**src/rtl/seg_pkg.sv**
```systemverilog
// Shared types and constants for the binary-to-BCD display path.
package seg_pkg;

  typedef enum logic [1:0] {
    StIdle,
    StShift,
    StDone
  } bcd_state_e;

  localparam int unsigned BCD_DIGITS = 4;
  localparam int unsigned BCD_W      = 16;

endpackage

```
**src/rtl/bcd_digit_adj.sv**
```systemverilog
// Double-dabble digit correction: add 3 to a BCD digit that is 5 or more.
module bcd_digit_adj (
  input  logic [3:0] digit_i,
  output logic [3:0] digit_o
);

  // Pre-shift correction so the following left shift carries correctly into the next digit.
  always_comb begin
    digit_o = (digit_i >= 4'd5) ? digit_i + 4'd3 : digit_i;
  end

endmodule

```
**src/rtl/bin_to_bcd_seq.sv**
```systemverilog
// Sequential binary-to-BCD converter, one bit per clock (shift-add-3).
// Optional feature macro: SEG_BCD_SIGNED_EN (two's complement input, sign on neg_o).
module bin_to_bcd_seq
  import seg_pkg::*;
#(
  parameter int unsigned WIDTH = 8
) (
  input  logic             clk_i,
  input  logic             rst_i,
  input  logic             start_i,
  input  logic [WIDTH-1:0] value_i,
  output logic             busy_o,
  output logic             done_o,
  output logic [BCD_W-1:0] bcd_o,
  output logic             neg_o
);

  localparam int unsigned CntW = 4;

  if (WIDTH < 2 || WIDTH > 13) begin : g_width_check
    $error("bin_to_bcd_seq: WIDTH must be in 2..13");
  end

  bcd_state_e       state_q;
  logic [WIDTH-1:0] shreg_q, shreg_d;
  logic [BCD_W-1:0] scratch_q, scratch_d;
  logic [CntW-1:0]  cnt_q;
  logic             busy_q, done_q;
  logic [BCD_W-1:0] bcd_q;
  logic [BCD_W-1:0] adj;
  logic [BCD_W+WIDTH-1:0] shifted;
  logic [WIDTH-1:0] mag;
  logic             accept, finish;

  for (genvar i = 0; i < BCD_DIGITS; i++) begin : g_adj
    bcd_digit_adj u_adj (
      .digit_i (scratch_q[4*i +: 4]),
      .digit_o (adj[4*i +: 4])
    );
  end

  // Operand magnitude loaded into the shift register on acceptance.
  always_comb begin
`ifdef SEG_BCD_SIGNED_EN
    mag = value_i[WIDTH-1] ? (~value_i + WIDTH'(1)) : value_i;
`else
    mag = value_i;
`endif
  end

  // One double-dabble step: adjusted digits and operand shift left as one word.
  always_comb begin
    shifted   = {adj, shreg_q} << 1;
    scratch_d = shifted[BCD_W+WIDTH-1:WIDTH];
    shreg_d   = shifted[WIDTH-1:0];
    accept    = (state_q == StIdle) && start_i;
    finish    = (state_q == StShift) && (cnt_q == CntW'(1));
  end

  // Control FSM with registered busy/done/bcd.
  always_ff @(posedge clk_i) begin
    if (rst_i) begin
      state_q   <= StIdle;
      shreg_q   <= '0;
      scratch_q <= '0;
      cnt_q     <= '0;
      busy_q    <= 1'b0;
      done_q    <= 1'b0;
      bcd_q     <= '0;
    end else begin
      unique case (state_q)
        StIdle: begin
          if (accept) begin
            state_q   <= StShift;
            shreg_q   <= mag;
            scratch_q <= '0;
            cnt_q     <= CntW'(WIDTH);
            busy_q    <= 1'b1;
          end
        end
        StShift: begin
          shreg_q   <= shreg_d;
          scratch_q <= scratch_d;
          cnt_q     <= cnt_q - CntW'(1);
          if (finish) begin
            // Result is published on entry to StDone so it is valid alongside done.
            state_q <= StDone;
            busy_q  <= 1'b0;
            done_q  <= 1'b1;
            bcd_q   <= scratch_d;
          end
        end
        StDone: begin
          state_q <= StIdle;
          done_q  <= 1'b0;
        end
        default: state_q <= StIdle;
      endcase
    end
  end

`ifdef SEG_BCD_SIGNED_EN
  logic sign_q, neg_q;

  // Sign is captured at acceptance but only shown once the matching digits are.
  always_ff @(posedge clk_i) begin
    if (rst_i) begin
      sign_q <= 1'b0;
      neg_q  <= 1'b0;
    end else begin
      if (accept) sign_q <= value_i[WIDTH-1];
      if (finish) neg_q  <= sign_q;
    end
  end

  assign neg_o = neg_q;
`else
  assign neg_o = 1'b0;
`endif

  assign busy_o = busy_q;
  assign done_o = done_q;
  assign bcd_o  = bcd_q;

endmodule

```
**config.mk**
```make
export PLATFORM = sky130hd
export DESIGN_NAME = bin_to_bcd_seq
export DESIGN_NICKNAME = d
export VERILOG_FILES = /design/src/rtl/seg_pkg.sv /design/src/rtl/bcd_digit_adj.sv /design/src/rtl/bin_to_bcd_seq.sv
export SDC_FILE = /design/constraint.sdc
export NUM_CORES = 1
export LEC_CHECK = 0
export CAP_MARGIN = 15
export CORE_UTILIZATION = 55
export CTS_CLUSTER_SIZE = 8
export DETAILED_ROUTE_END_ITERATION = 8
export GPL_TIMING_DRIVEN = 0
export PLACE_DENSITY = 0.81
export REMOVE_ABC_BUFFERS = 1
export SLEW_MARGIN = 20
export SYNTH_ARGS = -nofsm -noshare
export SYNTH_HDL_FRONTEND = slang
export SYNTH_SLANG_ARGS = --single-unit
export TNS_END_PERCENT = 20
```
**constraint.sdc**
```tcl
create_clock -name clk_i -period 2 [get_ports clk_i]
set_input_delay 0.3 -clock clk_i [delete_from_list [all_inputs] [get_ports clk_i]]
set_output_delay 0.3 -clock clk_i [all_outputs]
set_load 0.005 [all_outputs]
```
* Yosys cells after proc, flatten, opt, wreduce, memory -nomap -nowiden
Index checks and enable logic that the tools add are counted.
Operators by class: $add $sub $neg 5, multipliers 0, div/mod/pow operators 0, order comparisons 4, eq/ne operators 5, shifts and indexed selects 0, multiplexer cells 18, bitwise gates (word level) 0, reductions and logical operators 10
Operators by type and width (count):
- case mux 16 bit (2 select lines) | 1
- >= comparator 4 x 3 -> 1 bit (second input constant) | 4
- two-way mux 16 bit | 1
- two-way mux 4 bit | 4
- case mux 8 bit (2 select lines) | 1
- adder 4 x 2 -> 4 bit (second input constant) | 3
- two-way mux 8 bit | 1
- case mux 4 bit (2 select lines) | 1
- AND reduction 2 bit | 4
- equality test 4 x 1 -> 1 bit (second input constant) | 1
- two-way mux 2 bit | 2
- inequality test 2 bit (second input constant) | 2
- case mux 1 bit (2 select lines) | 2
- case mux 2 bit (2 select lines) | 1
- nonzero test 2 bit | 2
- subtractor 4 x 1 -> 4 bit (second input constant) | 1
- adder 3 x 2 -> 3 bit (second input constant) | 1
- two-way mux 1 bit | 3
- two-way mux 3 bit | 1
- AND reduction 3 bit | 1
- equality test 2 x 1 -> 1 bit (second input constant) | 1
- equality test 2 bit (second input constant) | 1
- logical AND 1 bit | 2
- zero test 2 bit | 1
Storage, ports and cells: flip-flop bits (word level) 48, bits in latches 0, bits in writable memories 0, bits in read-only memories 0, input bits 11, output and inout port bits 19, logic and storage cells 49, memories 0

* Depth between registers and ports, before layout
Gate-level depths: netlist (run 1).
word-level depth 4, gate-level depth with buffers 8, gate-level depth less buffers 6

* Cells and area by module
A second synthesis (run 1) with hierarchy kept.
Unflattened totals: cell total of the unflattened synthesis 241, area, all modules 2194.6 um2
By module, submodules not included:
- bin_to_bcd_seq | instances 1, cells an instance 177, area each 1789.2 um2, sequential area each 960.9 um2
- bcd_digit_adj | instances 4, cells an instance 16, area each 101.3 um2, sequential area each 0.0 um2

* Least setup slack after synthesis (run 1)
Ideal clock, no wire load.
kind reg-to-reg, start point register state_q[0], end point register cnt_q[2], setup time 128 ps, data arrival time 1372 ps, required time 1872 ps, setup slack 500 ps, cell stages (with the launch flop) 9, path buffers 2, period minus slack after synthesis 1500 ps, cell sequence dfxtp_1 > inv_1 > ha_1 > buf_6 > nand2b_1 > buf_2 > o21ai_0 > a222oi_1 > nor2_1
Between the ends: word-level cells in the longest chain between the ends 4, elaborated cells between the ends (all ways) 7, classes of those cells 2 x eq/ne; 1 x mux; 4 x reduce/logical
Ends and longest elaborated chain:
- start, declared | RTL line bin_to_bcd_seq.sv:24 | bcd_state_e state_q;
- start signal, assigned | RTL line bin_to_bcd_seq.sv:63 | state_q <= StIdle;
- start signal, assigned | RTL line bin_to_bcd_seq.sv:74 | state_q <= StShift;
- start signal, assigned | RTL line bin_to_bcd_seq.sv:87 | state_q <= StDone;
- zero test 2 bit | RTL line bin_to_bcd_seq.sv:56, bin_to_bcd_seq.sv:71
- logical AND 1 bit | RTL line bin_to_bcd_seq.sv:56 | accept = (state_q == StIdle) && start_i;
- inequality test 2 bit (no source line)
- AND reduction 2 bit (no source line)
- end signal, assigned | RTL line bin_to_bcd_seq.sv:77 | cnt_q <= CntW'(WIDTH);
- end signal, assigned | RTL line bin_to_bcd_seq.sv:84 | cnt_q <= cnt_q - CntW'(1);
- end, declared | RTL line bin_to_bcd_seq.sv:27 | logic [CntW-1:0] cnt_q;
Several ways; a longest one is shown, not always the timed one. A chain may end at the register's enable or synchronous reset.

==> results.ini, run 1 <==
[clock_network]
cts-root-buf = clkbuf_8
clk_pin_slew_ns = 0.09
clockBufferDepth = 2
clk_latency_ns = 0.30
clkSinkCount = 48
cts_tree = done
numCtsBuffers = 5
cts_hold_buf = 0
cts_htree_levels = 2

[synthesis]
yosys_warnings = 0
synth_seq_cells = 48
yosysSeqAreaShare_pct = 39.8
yosys.cell_types.count = 47
syn-cell-area_sq_um = 2410
async_flop_share_pct = 0
netlist_instances = 269
avgSynthCellArea_sq_um = 8.98
synth_edf_count = 0
synth_top_flop_cell = dfxtp_1

[layout]
diodes = 0
post_route_cells_drive_above_1_share_pct = 11.7
final_common_cell = dfxtp_1
mostFrequentLayoutCells = dfxtp_1, clkdlybuf4s50_1, nand2_1
fin_area_sq_um = 2800
area_growth_pct = 15.9
fin_nets = 314
instances_no_fill = 341

[timing]
final_max_slew_viol_count = 0
fin_crit_sh_pct = 96.1
relSlewSlack_pct = 58.7
min_period_ns = 1.92
max_freq_mhz = 520
setup_tns_ns = 0
fin_skew_ns = 0.0109
setup_viol = 0
hold_viol_final = 0
worstMarginPinSlew_ns = 0.620

[global_route]
grt_max_degree = 27
first_global_vias = 1750
grt_pass1_wl_um = 8190
gr-total-overflow = 0
grt_antenna_before_repair = 0
track_usage_pct = 23.8

[status]
outcome = finished, final reports clean

[critical_path]
start_kind = primary input
rrSetupSlack_ns = 0.10
end_kind = flop
critPathArrivalTime_ns = 2.12
cp.required_ns = 2.19
slowest_delay_ns = 0.58
worst_path_max_delay_cell = clkdlybuf4s15_2
crit_type = primary input to flop
r2r-start = state_q[1]
worstPathMaxFanout = 26
r2r_cells = 6
path_cells = clkdlybuf4s15_2 > clkinvlp_4 > nand2_2 > a211oi_1 > a31o_2
rr_endpoint = bcd_o[2]

[placed_design]
place_area_sq_um = 2660
hpwl_um = 3370
port_buffers = 28
placed_cells = 332
gp_congestion = 0.834

[die]
ios = 30
dieArea_sq_um = 4660
num_rows = 23
initial_core_util_pct = 58.7
die_h_um = 68.3
fp.dieW_um = 68.3
core-area_sq_um = 4120

[detailed_routing]
drc = 0
dr_total_vias = 2031
ant_nets = 0
avgRoutedWirePerCell_um = 15.0
drtPass1Iterations = 4
routed_wl_um = 5130
avgViaCountPerCell = 5.96
drtIter0Drc = 152

[pwr]
p_leak_nw = 1.01
irDropWorstVdd_uv = 494
power_density_nw_per_um2 = 700
total_power_mw = 1.96

[job]
cap_violations = 0

[min_path]
hold_path.class = flop to flop
worstHoldEndpoint = scratch_q[13]
worstHoldPathCells = 2
worstHoldStart = scratch_q[13]

[area by class of cell]
| class | instances | area (sq um) |
|---|---|---|
| Clock inverter | 1 | 7.51 |
| Fill cell | 329 | 1320 |
| Multi-Input combinational cell | 188 | 1320 |
| Timing Repair Buffer | 29 | 292 |
| Clock buffer | 7 | 86.3 |
| Sequential cell | 48 | 961 |
| Tap cell | 50 | 62.6 |
| Inverter | 18 | 71.3 |
[power by group]
part           internal (mW)  leakage (nW)  switching [mW]  total [mW]
Combinational          0.148         0.580           0.173       0.321
Sequential             0.997         0.390          0.0361        1.03
Clock                  0.281        0.0445           0.324       0.605
[registers in the layout, indices dropped and copies added (netlist names)]
name / cells
bcd_o: 16
scratch_q: 16
state_q: 2
cnt_q: 4
busy_o: 1
done_o: 1
shreg_q: 8
[stage by stage]
stage / utilization, % / worst slack (ns) / hold slack (ns)
2_1_floorplan: - / -0.0834 / 0.369
3_3_place_gp: 64.5 / -0.843 / 0.438
3_5_place_dp: 64.5 / -0.815 / 0.450
4_1_cts: 67.4 / 0.0585 / 0.471
5_1_grt: 68.0 / -0.0000120 / 0.501
6_report: 68.0 / 0.0776 / 0.472
[metal layers]
layer / vias to the layer above / share of wire, % / global-route usage (%) / routed length (um)
met1: 958 / 48 / 30.3 / 2450
met3: 7 / 3.3 / 6.33 / 167
met2: 42 / 48 / 37.5 / 2440
li1: 1024 / - / - / -
met4: 0 / 1.4 / 10.2 / 70
met5: - / 0 / 0 / 0
[cells by family after synthesis]
| kind of cell | count (synthesis) | share of synthesized area, % |
|---|---|---|
| flip-flops | 48 | 39.8 |
| multiplexers | 11 | 4.97 |
| adder cells (fa/ha/maj) | 13 | 6.74 |
| XOR/XNOR | 4 | 1.45 |
| buffers and inverters | 33 | 7.05 |
| other | 1 | 0.155 |
| AND/OR/NAND/NOR | 71 | 15.1 |
| AO/OA/AOI/OAI | 88 | 24.8 |
[worst max-delay path, delay by kind of cell]
family                 cells  cell delay [ns]
buffers and inverters      2             1.16
AND/OR/NAND/NOR            1             0.33
AO/OA/AOI/OAI              2             0.32
[timing repair]
action | CTS | global route
endpoints found under the setup margin | 39 | 17
pin swaps | 0 | 1
setup buffers | 0 | 1
resized for setup | 9 | 3
[cell usage after synthesis (all sizes together), types with 2 or more instances]
library cell / count / area [sq um]
dfxtp: 48 / 961
nand2: 24 / 97.6
a21oi: 19 / 95.1
inv: 18 / 67.6
nor2: 17 / 66.3
o21ai: 16 / 80.1
ha: 13 / 163
a211oi: 12 / 90.1
buf: 12 / 91.3
a31o: 7 / 61.3
mux2i: 6 / 60.1
nand2b: 6 / 37.5
nand3: 6 / 30.0
o22ai: 6 / 37.5
a311oi: 5 / 43.8
mux2: 5 / 60.1
a22o: 4 / 35.0
nor3: 4 / 20.0
nor3b: 4 / 30.0
o221ai: 4 / 35.0
xnor2: 4 / 35.0
a21o: 3 / 22.5
clkbuf: 3 / 11.3
o31ai: 3 / 22.5
or3b: 3 / 26.3
and2: 2 / 12.5
and3: 2 / 13.8
[how the worst max path moves through the flow]
| stage | from | end | slack [ns] | cells past startpoint |
|---|---|---|---|---|
| 2_1_floorplan | state_q[1] | bcd_o[10] | -0.08 | 6 |
| 5_1_grt | state_q[1] | bcd_o[10] | -0.00001 | 6 |
| 3_3_place_gp | rst_i | bcd_o[2] | -0.84 | 5 |
| 4_1_cts | state_q[1] | bcd_o[2] | 0.06 | 6 |
| 3_5_place_dp | rst_i | bcd_o[2] | -0.81 | 5 |
| 6_report | rst_i | bcd_o[2] | 0.08 | 5 |
Power figures use the tool's default switching activity.
==> inputs of run 2 (changes only) <==
- CAP_MARGIN: 15 -> 30
- SLEW_MARGIN: 20 -> 5
- clock period: 2 -> 1.82 ns (I/O delays scaled with it)
==> run 2 against run 1 <==
  * Sequential share of layout area shrank 0.45 points
  * Total power grew 11%
  * Final area grew 1.3%
  * Critical path depth is the same
  * Core utilization grew 0.91 points
  * Global-route usage grew 1.2 points
  * Worst hold slack gained 0.0046 ns
  * Non-clock buffer count grew 4
  * Via count grew 2.9%
  * Clock skew grew 0.00077 ns
  * First-iteration DRC count grew 20%
  * Critical endpoint unchanged
==> results.ini, run 2 (synthesis gave the netlist of run 1 again) <==
[placed_design]
hpwl_um = 3370  ; unchanged
gp_congestion = 0.834  ; unchanged
placed_cells = 332  ; unchanged
port_buffers = 28  ; unchanged

[timing]
fin_crit_sh_pct = 96.6
hold_viol_final = 0  ; unchanged
max_freq_mhz = 569
setup_viol = 0  ; unchanged
fin_skew_ns = 0.0116  ; was 0.0109 ns
min_period_ns = 1.76
final_max_slew_viol_count = 0  ; unchanged
relSlewSlack_pct = 56.3  ; was 58.7%
worstMarginPinSlew_ns = 0.656  ; was 0.620 ns
setup_tns_ns = 0  ; unchanged
grt_setup_unrepaired = no

[global_route]
grt_antenna_before_repair = 0  ; unchanged
gr-total-overflow = 0  ; unchanged
first_global_vias = 1778  ; was 1,750
grt_pass1_wl_um = 8470  ; was 8190 um
track_usage_pct = 25.0  ; was 23.8%
grt_max_degree = 28  ; was 27

[clock_network]
clockBufferDepth = 2  ; unchanged
cts_tree = done  ; unchanged
cts-root-buf = clkbuf_8  ; unchanged
cts_htree_levels = 2  ; unchanged
numCtsBuffers = 5  ; unchanged
clk_pin_slew_ns = 0.09  ; about the same
clk_latency_ns = 0.31  ; was 0.30 ns
clkSinkCount = 48  ; unchanged
cts_hold_buf = 0  ; unchanged

[pwr]
irDropWorstVdd_uv = 551  ; was 494 uV
comb_power_share_pct = 16.6  ; was 16.4%
power_density_nw_per_um2 = 764  ; was 700 nW/um^2
power.share.clock_pct = 31.0  ; was 30.9%
switching_share_pct = 27.5  ; was 27.2%
power.internal_mw = 1.57  ; was 1.43 mW
power.switching_mw = 0.596  ; was 0.532 mW
power_frac_seq_pct = 52.4  ; was 52.7%
p_leak_nw = 1.04  ; was 1.01 nW

[layout]
area_growth_pct = 17.4  ; was 15.9%
fin_nets = 319  ; was 314
instances_no_fill = 346  ; was 341
diodes = 0  ; unchanged
mostFrequentLayoutCells = dfxtp_1, clkdlybuf4s50_1, nand2_1  ; unchanged
post_route_cells_drive_above_1_share_pct = 13.5  ; was 11.7%
final_common_cell = dfxtp_1  ; unchanged

[critical_path]
end_kind = flop  ; unchanged
start_kind = primary input  ; unchanged
cp.required_ns = 2.02  ; was 2.19 ns
critPathArrivalTime_ns = 1.96  ; was 2.12 ns
crit_type = primary input to flop  ; unchanged
worstPathMaxFanout = 27  ; was 26

[min_path]
hold_path.class = flop to flop  ; unchanged

[detailed_routing]
avgRoutedWirePerCell_um = 15.5  ; was 15.0 um
dr_total_vias = 2090  ; was 2,031
ant_nets = 0  ; unchanged
avgViaCountPerCell = 6.04  ; was 5.96
routed_wl_um = 5370  ; was 5130 um
drtPass1Iterations = 4  ; unchanged
drtIter0Drc = 183  ; was 152
drc = 0  ; unchanged

[job]
cap_violations = 0  ; unchanged

[die]
initial_core_util_pct = 58.7  ; unchanged
die_h_um = 68.3  ; unchanged
ios = 30  ; unchanged
fp.dieW_um = 68.3  ; unchanged
dieArea_sq_um = 4660  ; unchanged
core-area_sq_um = 4120  ; unchanged
num_rows = 23  ; unchanged

[status]
outcome = finished, final reports clean  ; unchanged

run 2: what timing repair did:
| item | 4_1_cts | 5_1_grt |
|---|---|---|
| endpoints found under the setup margin | 48 | 16 |
| pin swaps | 1 | 1 |
| buffers inserted | 4 | 1 |
| gates cloned | 1 | 0 |
| gates resized for setup | 12 | 1 |
run 2: routing by layer:
layer | vias to the layer above | global-route usage, % | part of all wire [%]
met3 | 8 | 6.17 | 3.5
met4 | 0 | 9.90 | 1.3
li1 | 1032 | - | -
met1 | 1008 | 32.1 | 47
met2 | 42 | 39.8 | 48
met5 | - | 0 | 0
run 2: path summary, 6_finish.rpt:
path                       from             to  slack, ns  depth (start not counted)
setup / recovery          rst_i       bcd_o[2]       0.06                          5
setup reg to reg       cnt_q[0]      bcd_o[14]       0.08                          5
hold / removal    scratch_q[13]  scratch_q[13]       0.48                          2
hold reg to reg   scratch_q[13]  scratch_q[13]       0.48                          2
run 2: cell type report:
cell class / count / area (sq um)
Multi-Input combinational cell: 188 / 1320
Fill cell: 326 / 1280
Sequential cell: 48 / 961
Timing Repair Buffer: 33 / 322
Clock buffer: 7 / 86.3
Inverter: 18 / 71.3
Tap cell: 50 / 62.6
Clock inverter: 1 / 7.51
Timing Repair inverter: 1 / 5.00
run 2: stage by stage:
stage	hold slack, ns	setup WS [ns]	instance area (sq um)	total power, mW	util (%)
after floorplan	0.342	-0.263	2310	1.37	-
after global placement	0.438	-0.996	2660	1.47	64.5
after detailed placement	0.450	-0.968	2660	1.48	64.5
after CTS	0.471	0.0437	2830	2.16	68.7
after global routing	0.499	0.00374	2840	2.26	68.9
final	0.476	0.0619	2840	2.17	68.9
run 2: power by group through the flow:
stage	clock (mW)	sequential, mW	combinational, mW
3_3_place_gp	0	1.15	0.317
6_report	0.671	1.14	0.359
2_1_floorplan	0	1.15	0.222
5_1_grt	0.727	1.14	0.390
4_1_cts	0.678	1.13	0.349
3_5_place_dp	0	1.16	0.325
run 2: critical path, stage by stage:
cell and delay [ns]:
clkdlybuf4s15_2 0.60, clkinvlp_4 0.48, nand2_2 0.27, a211oi_1 0.09
a31o_2 0.22
